[src/rtl/decode_stage_pkg.sv]
`default_nettype none
// ============================================================================
//  Module      : decode_stage_pkg
//  Description : Shared constants, instruction field positions and immediate
//                extension helper for the CHARIS decode stage.
//  Revision    : 1.0 - initial release
// ============================================================================
package decode_stage_pkg;

    localparam int DATA_W = 32;

    localparam int c_OPCODE_MSB = 31;
    localparam int c_OPCODE_LSB = 26;
    localparam int c_RS_MSB     = 25;
    localparam int c_RS_LSB     = 21;
    localparam int c_RD_MSB     = 20;
    localparam int c_RD_LSB     = 16;
    localparam int c_RT_MSB     = 15;
    localparam int c_RT_LSB     = 11;
    localparam int c_IMM_MSB    = 15;
    localparam int c_IMM_LSB    = 0;

    typedef enum logic [1:0] {
        IMM_ZERO = 2'b00,
        IMM_SIGN = 2'b01,
        IMM_LUI  = 2'b10,
        IMM_BR   = 2'b11
    } imm_ext_e;

    // Branch mode drops the two sign bits that shift past bit 31.
    function automatic logic [31:0] imm_extend(input logic [15:0] imm16, input imm_ext_e mode);
        logic [31:0] w_sext;
        logic [31:0] w_res;
        w_sext = {{16{imm16[15]}}, imm16};
        w_res  = '0;
        unique case (mode)
            IMM_ZERO: w_res = {16'h0000, imm16};
            IMM_SIGN: w_res = w_sext;
            IMM_LUI:  w_res = {imm16, 16'h0000};
            IMM_BR:   w_res = {w_sext[29:0], 2'b00};
            default:  w_res = '0;
        endcase
        return w_res;
    endfunction

endpackage
`default_nettype wire

[src/rtl/decode_stage_if.sv]
`default_nettype none
// ============================================================================
//  Module      : decode_stage_if
//  Description : Datapath/control bundle between the decode stage and the
//                surrounding fetch/execute/memory logic.
//  Revision    : 1.0 - initial release
// ============================================================================
interface decode_stage_if #(
    parameter int DATA_W = 32
) ();

    logic [31:0]       Instr;
    logic [DATA_W-1:0] ALU_out;
    logic [DATA_W-1:0] MEM_out;
    logic              RF_WrEn;
    logic              RF_WrData_sel;
    logic              RF_B_sel;
    logic [1:0]        ImmExt;
    logic              Dec_LdEn;
    logic [DATA_W-1:0] RF_A;
    logic [DATA_W-1:0] RF_B;
    logic [DATA_W-1:0] Immed;

    modport master (
        output Instr, ALU_out, MEM_out, RF_WrEn, RF_WrData_sel, RF_B_sel, ImmExt, Dec_LdEn,
        input  RF_A, RF_B, Immed
    );

    modport slave (
        input  Instr, ALU_out, MEM_out, RF_WrEn, RF_WrData_sel, RF_B_sel, ImmExt, Dec_LdEn,
        output RF_A, RF_B, Immed
    );

endinterface
`default_nettype wire

[src/rtl/decode_stage_register_file.sv]
`default_nettype none
// ============================================================================
//  Module      : register_file
//  Description : Two combinational read ports, one synchronous write port,
//                R0 hardwired to zero, synchronous clear.
//  Revision    : 1.0 - initial release
// ============================================================================
module register_file #(
    parameter int REG_COUNT = 32,
    parameter int DATA_W    = 32,
    parameter int ADDR_W    = $clog2(REG_COUNT)
) (
    input  wire logic              clk,
    input  wire logic              rst,
    input  wire logic [ADDR_W-1:0] i_ra_addr,
    output logic      [DATA_W-1:0] o_ra_data,
    input  wire logic [ADDR_W-1:0] i_rb_addr,
    output logic      [DATA_W-1:0] o_rb_data,
    input  wire logic              i_we,
    input  wire logic [ADDR_W-1:0] i_waddr,
    input  wire logic [DATA_W-1:0] i_wdata
);

    logic [DATA_W-1:0] w_regs [REG_COUNT];

    // Entry 0 has no storage at all, so writes to it vanish by construction.
    for (genvar g = 0; g < REG_COUNT; g++) begin : g_regs
        if (g == 0) begin : g_zero
            assign w_regs[g] = '0;
        end else begin : g_store
            logic [DATA_W-1:0] r_q;
            always_ff @(posedge clk) begin
                if (rst) begin
                    r_q <= '0;
                end else if (i_we && (i_waddr == ADDR_W'(g))) begin
                    r_q <= i_wdata;
                end
            end
            assign w_regs[g] = r_q;
        end
    end

    assign o_ra_data = w_regs[i_ra_addr];
    assign o_rb_data = w_regs[i_rb_addr];

endmodule
`default_nettype wire

[src/rtl/decode_stage.sv]
`default_nettype none
// ============================================================================
//  Module      : decode_stage
//  Description : CHARIS decode stage - register file, write-back, immediate
//                extension and operand output registers with write-first bypass.
//  Revision    : 1.0 - initial release
// ============================================================================
module decode_stage #(
    parameter int REG_COUNT = 32,
    parameter int DATA_W    = decode_stage_pkg::DATA_W
) (
    input  wire logic     Clk,
    input  wire logic     Reset,
    decode_stage_if.slave bus
);

    import decode_stage_pkg::*;

    localparam int c_ADDR_W = $clog2(REG_COUNT);

    logic [c_ADDR_W-1:0] w_rs;
    logic [c_ADDR_W-1:0] w_rd;
    logic [c_ADDR_W-1:0] w_rt;
    logic [c_ADDR_W-1:0] w_b_addr;
    logic [DATA_W-1:0]   w_wr_data;
    logic [DATA_W-1:0]   w_ra_data;
    logic [DATA_W-1:0]   w_rb_data;
    logic [DATA_W-1:0]   w_a_next;
    logic [DATA_W-1:0]   w_b_next;
    logic [DATA_W-1:0]   w_imm;
    logic                w_wr_live;

    logic [DATA_W-1:0]   r_rf_a;
    logic [DATA_W-1:0]   r_rf_b;
    logic [DATA_W-1:0]   r_immed;

    assign w_rs      = c_ADDR_W'(bus.Instr[c_RS_MSB:c_RS_LSB]);
    assign w_rd      = c_ADDR_W'(bus.Instr[c_RD_MSB:c_RD_LSB]);
    assign w_rt      = c_ADDR_W'(bus.Instr[c_RT_MSB:c_RT_LSB]);
    assign w_b_addr  = bus.RF_B_sel ? w_rd : w_rt;
    assign w_wr_data = bus.RF_WrData_sel ? bus.MEM_out : bus.ALU_out;

    register_file #(
        .REG_COUNT (REG_COUNT),
        .DATA_W    (DATA_W),
        .ADDR_W    (c_ADDR_W)
    ) u_register_file (
        .clk       (Clk),
        .rst       (Reset),
        .i_ra_addr (w_rs),
        .o_ra_data (w_ra_data),
        .i_rb_addr (w_b_addr),
        .o_rb_data (w_rb_data),
        .i_we      (bus.RF_WrEn),
        .i_waddr   (w_rd),
        .i_wdata   (w_wr_data)
    );

    // Same-edge write wins over the stale array value; R0 never bypasses.
    assign w_wr_live = bus.RF_WrEn && (w_rd != '0);
    assign w_a_next  = (w_wr_live && (w_rs == w_rd))     ? w_wr_data : w_ra_data;
    assign w_b_next  = (w_wr_live && (w_b_addr == w_rd)) ? w_wr_data : w_rb_data;
    assign w_imm     = DATA_W'(imm_extend(bus.Instr[c_IMM_MSB:c_IMM_LSB], imm_ext_e'(bus.ImmExt)));

    always_ff @(posedge Clk) begin
        if (Reset) begin
            r_rf_a  <= '0;
            r_rf_b  <= '0;
            r_immed <= '0;
        end else if (bus.Dec_LdEn) begin
            r_rf_a  <= w_a_next;
            r_rf_b  <= w_b_next;
            r_immed <= w_imm;
        end
    end

    assign bus.RF_A  = r_rf_a;
    assign bus.RF_B  = r_rf_b;
    assign bus.Immed = r_immed;

endmodule
`default_nettype wire

[src/flat_wrapper.sv]
// flat-port wrapper written by rule: the top's interface ports become plain ports
module decode_stage_flat import decode_stage_pkg::*;
#(
    parameter int REG_COUNT = 32,
    parameter int DATA_W    = decode_stage_pkg::DATA_W
)
  (Clk, Reset, bus_Instr, bus_ALU_out, bus_MEM_out, bus_RF_WrEn, bus_RF_WrData_sel, bus_RF_B_sel, bus_ImmExt, bus_Dec_LdEn, bus_RF_A, bus_RF_B, bus_Immed);
  decode_stage_if #(.DATA_W(DATA_W)) bus_i ();
  input  wire logic Clk;
  input  wire logic Reset;
  input wire logic [$bits(bus_i.Instr)-1:0] bus_Instr;
  input wire logic [$bits(bus_i.ALU_out)-1:0] bus_ALU_out;
  input wire logic [$bits(bus_i.MEM_out)-1:0] bus_MEM_out;
  input wire logic [$bits(bus_i.RF_WrEn)-1:0] bus_RF_WrEn;
  input wire logic [$bits(bus_i.RF_WrData_sel)-1:0] bus_RF_WrData_sel;
  input wire logic [$bits(bus_i.RF_B_sel)-1:0] bus_RF_B_sel;
  input wire logic [$bits(bus_i.ImmExt)-1:0] bus_ImmExt;
  input wire logic [$bits(bus_i.Dec_LdEn)-1:0] bus_Dec_LdEn;
  output wire logic [$bits(bus_i.RF_A)-1:0] bus_RF_A;
  output wire logic [$bits(bus_i.RF_B)-1:0] bus_RF_B;
  output wire logic [$bits(bus_i.Immed)-1:0] bus_Immed;
  assign bus_i.Instr = bus_Instr;
  assign bus_i.ALU_out = bus_ALU_out;
  assign bus_i.MEM_out = bus_MEM_out;
  assign bus_i.RF_WrEn = bus_RF_WrEn;
  assign bus_i.RF_WrData_sel = bus_RF_WrData_sel;
  assign bus_i.RF_B_sel = bus_RF_B_sel;
  assign bus_i.ImmExt = bus_ImmExt;
  assign bus_i.Dec_LdEn = bus_Dec_LdEn;
  assign bus_RF_A = bus_i.RF_A;
  assign bus_RF_B = bus_i.RF_B;
  assign bus_Immed = bus_i.Immed;
  decode_stage #(.REG_COUNT(REG_COUNT), .DATA_W(DATA_W)) u_core (.Clk(Clk), .Reset(Reset), .bus(bus_i));
endmodule
[config.mk]
export PLATFORM = sky130hd
export DESIGN_NAME = decode_stage_flat
export DESIGN_NICKNAME = d
export VERILOG_FILES = /design/src/rtl/decode_stage_pkg.sv /design/src/rtl/decode_stage_if.sv /design/src/rtl/decode_stage_register_file.sv /design/src/rtl/decode_stage.sv /design/src/flat_wrapper.sv
export SDC_FILE = /design/constraint.sdc
export NUM_CORES = 2
export LEC_CHECK = 0
export CORE_MARGIN = 5
export CORE_UTILIZATION = 56
export CTS_CLUSTER_DIAMETER = 150
export DETAILED_ROUTE_END_ITERATION = 16
export PLACE_DENSITY_LB_ADDON = 0.25
export SLEW_MARGIN = 0
export SYNTH_ARGS = -nofsm -noshare
export SYNTH_HDL_FRONTEND = slang
export SYNTH_SLANG_ARGS = --single-unit
[constraint.sdc]
create_clock -name Clk -period 2.75 [get_ports Clk]
set_input_delay 0.55 -clock Clk [delete_from_list [all_inputs] [get_ports Clk]]
set_output_delay 0.55 -clock Clk [all_outputs]
set_load 0.05 [all_outputs]
==> out/qor_table.md <==
| Quantity | This run |
|---|---|
| Result of the run | finished clean |
| Clock tree from TritonCTS | built |
| Overall track demand over capacity in global routing | 37.1% |
| Clock insertion delay at the later pin of the skew report | 710 ps |
| Detailed Place HPWL | 125 mm |
| PortBufs | 193 |
| Period utilisation layout | 99.2% |
| Routability Congestion | 0.928 |
| Async set-or-reset flop fraction in the synthesized netlist | 0% |
| Area of the mapped netlist | 0.0531 mm² |
| Worst supply voltage drop on vdd | 0.525 mV |
| # H-tree levels | 3 |
| Max stage delay cell, worst path | sky130_fd_sc_hd__clkdlybuf4s50_1 |
| Worst path arrival time | 2180 ps |
| Crit Path Class | reg -> out |
| Die Ht | 318 µm |
| Avg Synthesized Cell Area | 9.73 µm² |
| Power Dens Cells | 578 mW/mm² |
| Setup Viol. Count Final | 0 |
| Cell depth of the worst min-delay path | 3 |
| Final Total Pwr | 36.8 mW |
| Fill cell count | 6985 |
| Width of the die | 318 µm |
| Hold violation count in the final report | 0 |
| Per-cell via count in the routed design | 6.90 |
| Type of the tightest min-delay check | in -> reg |
| Relative area change from synthesis to final layout | 19.8% |
| Syn Nets | 5563 |
| RR Endpoint | u_core.bus.RF_A[25] |
| Post-synth EDFFs | 0 |
| Vias in the first global route | 45800 |
| Rows | 113 |
| Final design utilization | 67.3% |
| Worst-path cell chain | clkdlybuf4s50_1 |
| Post-synthesis cell type count | 52 |
| Hold_buf cts | 0 |
| Maximum clock rate | 0.367 GHz |
| Static leakage | 20.9 nW |
| Total clock buffers created by CTS | 111 |
| Top delay family on crit path | buffers and inverters |
| Buffer cell driving the clock tree root | sky130_fd_sc_hd__clkbuf_16 |
| Post-Syn Instances | 5459 |
| Internal reg-to-reg setup slack | 780 ps |
| Sink count of the clock tree | 1088 |
| Register bit total from synthesis | 1088 |
| Startpoint class of the critical path | register |
| Worst endpoint required time | 2200 ps |
| # IOs | 200 |
| Initial antenna violation count | 4 |
| Top_reg_cell synth | sky130_fd_sc_hd__dfxtp_1 |
| Core box area | 0.0946 mm² |
| Slew headroom | 21.3% |
| CP Buf/Inv Count | 1 |
| Wire length of the first global-routing pass | 291 mm |
| Start point of the worst hold path | Reset |
| Total negative slack for setup checks | 0 ps |
| Clock period minus worst slack | 2730 ps |
| Final clock skew | 23.4 ps |
| Detailed Route Iter0 Violations | 6642 |
| Worst-case hold path end point | u_core.bus.RF_B[21] |
| Maximum number of buffers from clock root to sink | 3 |
| Routed wirelength normalized by instance count | 28.2 µm |
| Fraction of the yosys area taken by sequential cells | 41.0% |
| Logic depth of the worst register-to-register path | 4 |
| Number of nets with antenna violations after detailed routing | 0 |
| Delay of the slowest cell on the worst path | 890 ps |
| Unrepaired setup endpoints after global routing | no |
| Count of max-cap constraint violations | 0 |
| Maximum number of pins on one net before global-route repair | 210 |
| Layout cell share with drive strength beyond 1 | 21.4% |
| Capturing element type of the critical path | output pin |
| Aggregate global routing overflow | 0 |
| Number of nets at the end of the flow | 5701 |
| Vias | 48000 |
| Number of pins with negative max-slew slack in the final report | 0 |
| YS warnings | 0 |
| Pre-antenna DRT Iters | 9 |
| Clock-pin slew on the worst setup and hold paths | 60 ps |
| Routed Wire Length | 196 mm |
| Total Die Area | 0.101 mm² |
| DRC violation count after routing | 0 |
| Transition at the pin with the smallest max-transition slack | 1180 ps |
| Crit Path Max Fanout | 2 |
| Starting density of the core | 56.2% |
| Number of setup buffers added after CTS | 0 |
-- cells in the final DEF, fill, tap and decap left out, drive strengths merged, types with 2 or more instances in the layout --
master and instances:
dfxtp 1088, a222oi 32, o32ai 17, a31oi 38, nor2 1080, mux2 57, xnor2 10, clkbuf 171
nand4 2, nand2b 9, nand3b 2, a2111oi 11, nand2 390, a211oi 1027, nand3 115, or4 25
clkinvlp 4, a221o 28, buf 486, a21oi 106, diode 4, nor2b 43, o22ai 53, a32oi 11
nor3 29, nor4b 2, bufinv 7, mux2i 123, nor3b 5, inv 18, o21ai 4, o31ai 2
clkdlybuf4s50 183, a22o 32, clkinv 21, mux4 408, a32o 17, a22oi 22
-- worst max-delay path by stage --
stage	slack, ps	from	to	depth (start not counted)
2_1_floorplan	10	bus_Instr[21]	u_core.bus.RF_A[10]	6
3_3_place_gp	-570	bus_Instr[11]	u_core.bus.RF_B[4]	9
6_report	20	u_core.bus.RF_B[5]	bus_RF_B[5]	1
3_5_place_dp	-610	bus_Instr[11]	u_core.bus.RF_B[4]	9
5_1_grt	8	u_core.bus.RF_B[5]	bus_RF_B[5]	1
4_1_cts	30	u_core.bus.RF_B[5]	bus_RF_B[5]	1
-- metal layers --
layer	routed length [µm]	share of wire, %	up-vias	track usage, %
met5	13	0.0066	-	0
met4	14700	7.5	2	22.7
met3	24000	12	831	10.2
met2	85500	44	3266	56.2
met1	72200	37	23100	47.6
li1	-	-	20800	-
-- worst reg2reg max path, stage by stage, from the launching register on --
cell,delay (ps)
sky130_fd_sc_hd__dfxtp_1,340
sky130_fd_sc_hd__mux4_2,470
sky130_fd_sc_hd__mux4_2,490
sky130_fd_sc_hd__a222oi_1,420
sky130_fd_sc_hd__nand2_1,120
-- flip-flops by register name, indices dropped and copies added, names as in the netlist --
signal                                     flops
u_core.bus.RF_A                               32
u_core.bus.Immed                              32
u_core.bus.RF_B                               32
u_core.u_register_file.g_regs.g_store.r_q    992
-- power breakdown --
group	total, mW	internal (mW)	switching (mW)
clock	15.6	9.08	6.53
combinational	4.89	1.88	3.01
sequential	16.3	16.0	0.231
-- per-stage QoR --
stage / std cells / setup slack, ps / hold slack, ps / area (µm²)
3_5_place_dp: 6749 / -608 / 465 / 59800
3_3_place_gp: 6749 / -568 / 458 / 59800
4_1_cts: 6954 / 30.2 / 413 / 63600
6_report: 6958 / 23.1 / 419 / 63600
2_1_floorplan: 5459 / 9.55 / 485 / 53100
5_1_grt: 6956 / 8.46 / 464 / 63600
-- Yosys cell counts (all sizes together) (10+ instances only) --
| master | number | area share (%) |
|---|---|---|
| nor3 | 29 | 0.27 |
| inv | 16 | 0.11 |
| or4 | 25 | 0.35 |
| buf | 142 | 1.6 |
| xnor2 | 10 | 0.16 |
| a221o | 28 | 0.53 |
| o22ai | 53 | 0.62 |
| nor2 | 1080 | 7.7 |
| a31oi | 38 | 0.48 |
| nand2 | 390 | 2.8 |
| nand3 | 115 | 1.1 |
| a22oi | 22 | 0.31 |
| a32oi | 11 | 0.18 |
| a211oi | 1027 | 15 |
| clkbuf | 503 | 3.6 |
| mux2 | 57 | 1.2 |
| a32o | 17 | 0.32 |
| a222oi | 32 | 0.60 |
| mux2i | 123 | 2.3 |
| dfxtp | 1088 | 41 |
| nor2b | 43 | 0.51 |
| a21oi | 106 | 1.0 |
| a22o | 32 | 0.53 |
| mux4 | 408 | 17 |
| a2111oi | 11 | 0.18 |
| o32ai | 17 | 0.28 |
-- cell families (layout without fill, tap and decap cells) --
kind of cell / count (synthesis) / after routing / share of synthesized area (%)
compound gates: 1406 / 1406 / 19.7
xor+xnor: 10 / 10 / 0.165
buf+inv: 661 / 891 / 5.28
flops: 1088 / 1088 / 41.0
mux: 588 / 588 / 20.9
other cells: 0 / 4 / 0
simple gates: 1706 / 1706 / 13.0
-- layout make-up --
type | instances | area (µm²) | area share [%]
multi-input cells | 3710 | 29100 | 45.8
flip-flops and latches | 1088 | 21800 | 34.2
repair buffers | 670 | 7310 | 11.5
clock buffers | 171 | 3380 | 5.31
well taps | 1265 | 1580 | 2.49
clock inverters | 34 | 382 | 0.600
inverters | 16 | 60.1 | 0.0944
diodes | 4 | 10.0 | 0.0157
-- timing repair --
action	4_1_cts	5_1_grt
endpoints found under the setup margin	1	1
resized for setup	1	1
pin swaps	0	0
(Power assumes the default switching activity.)
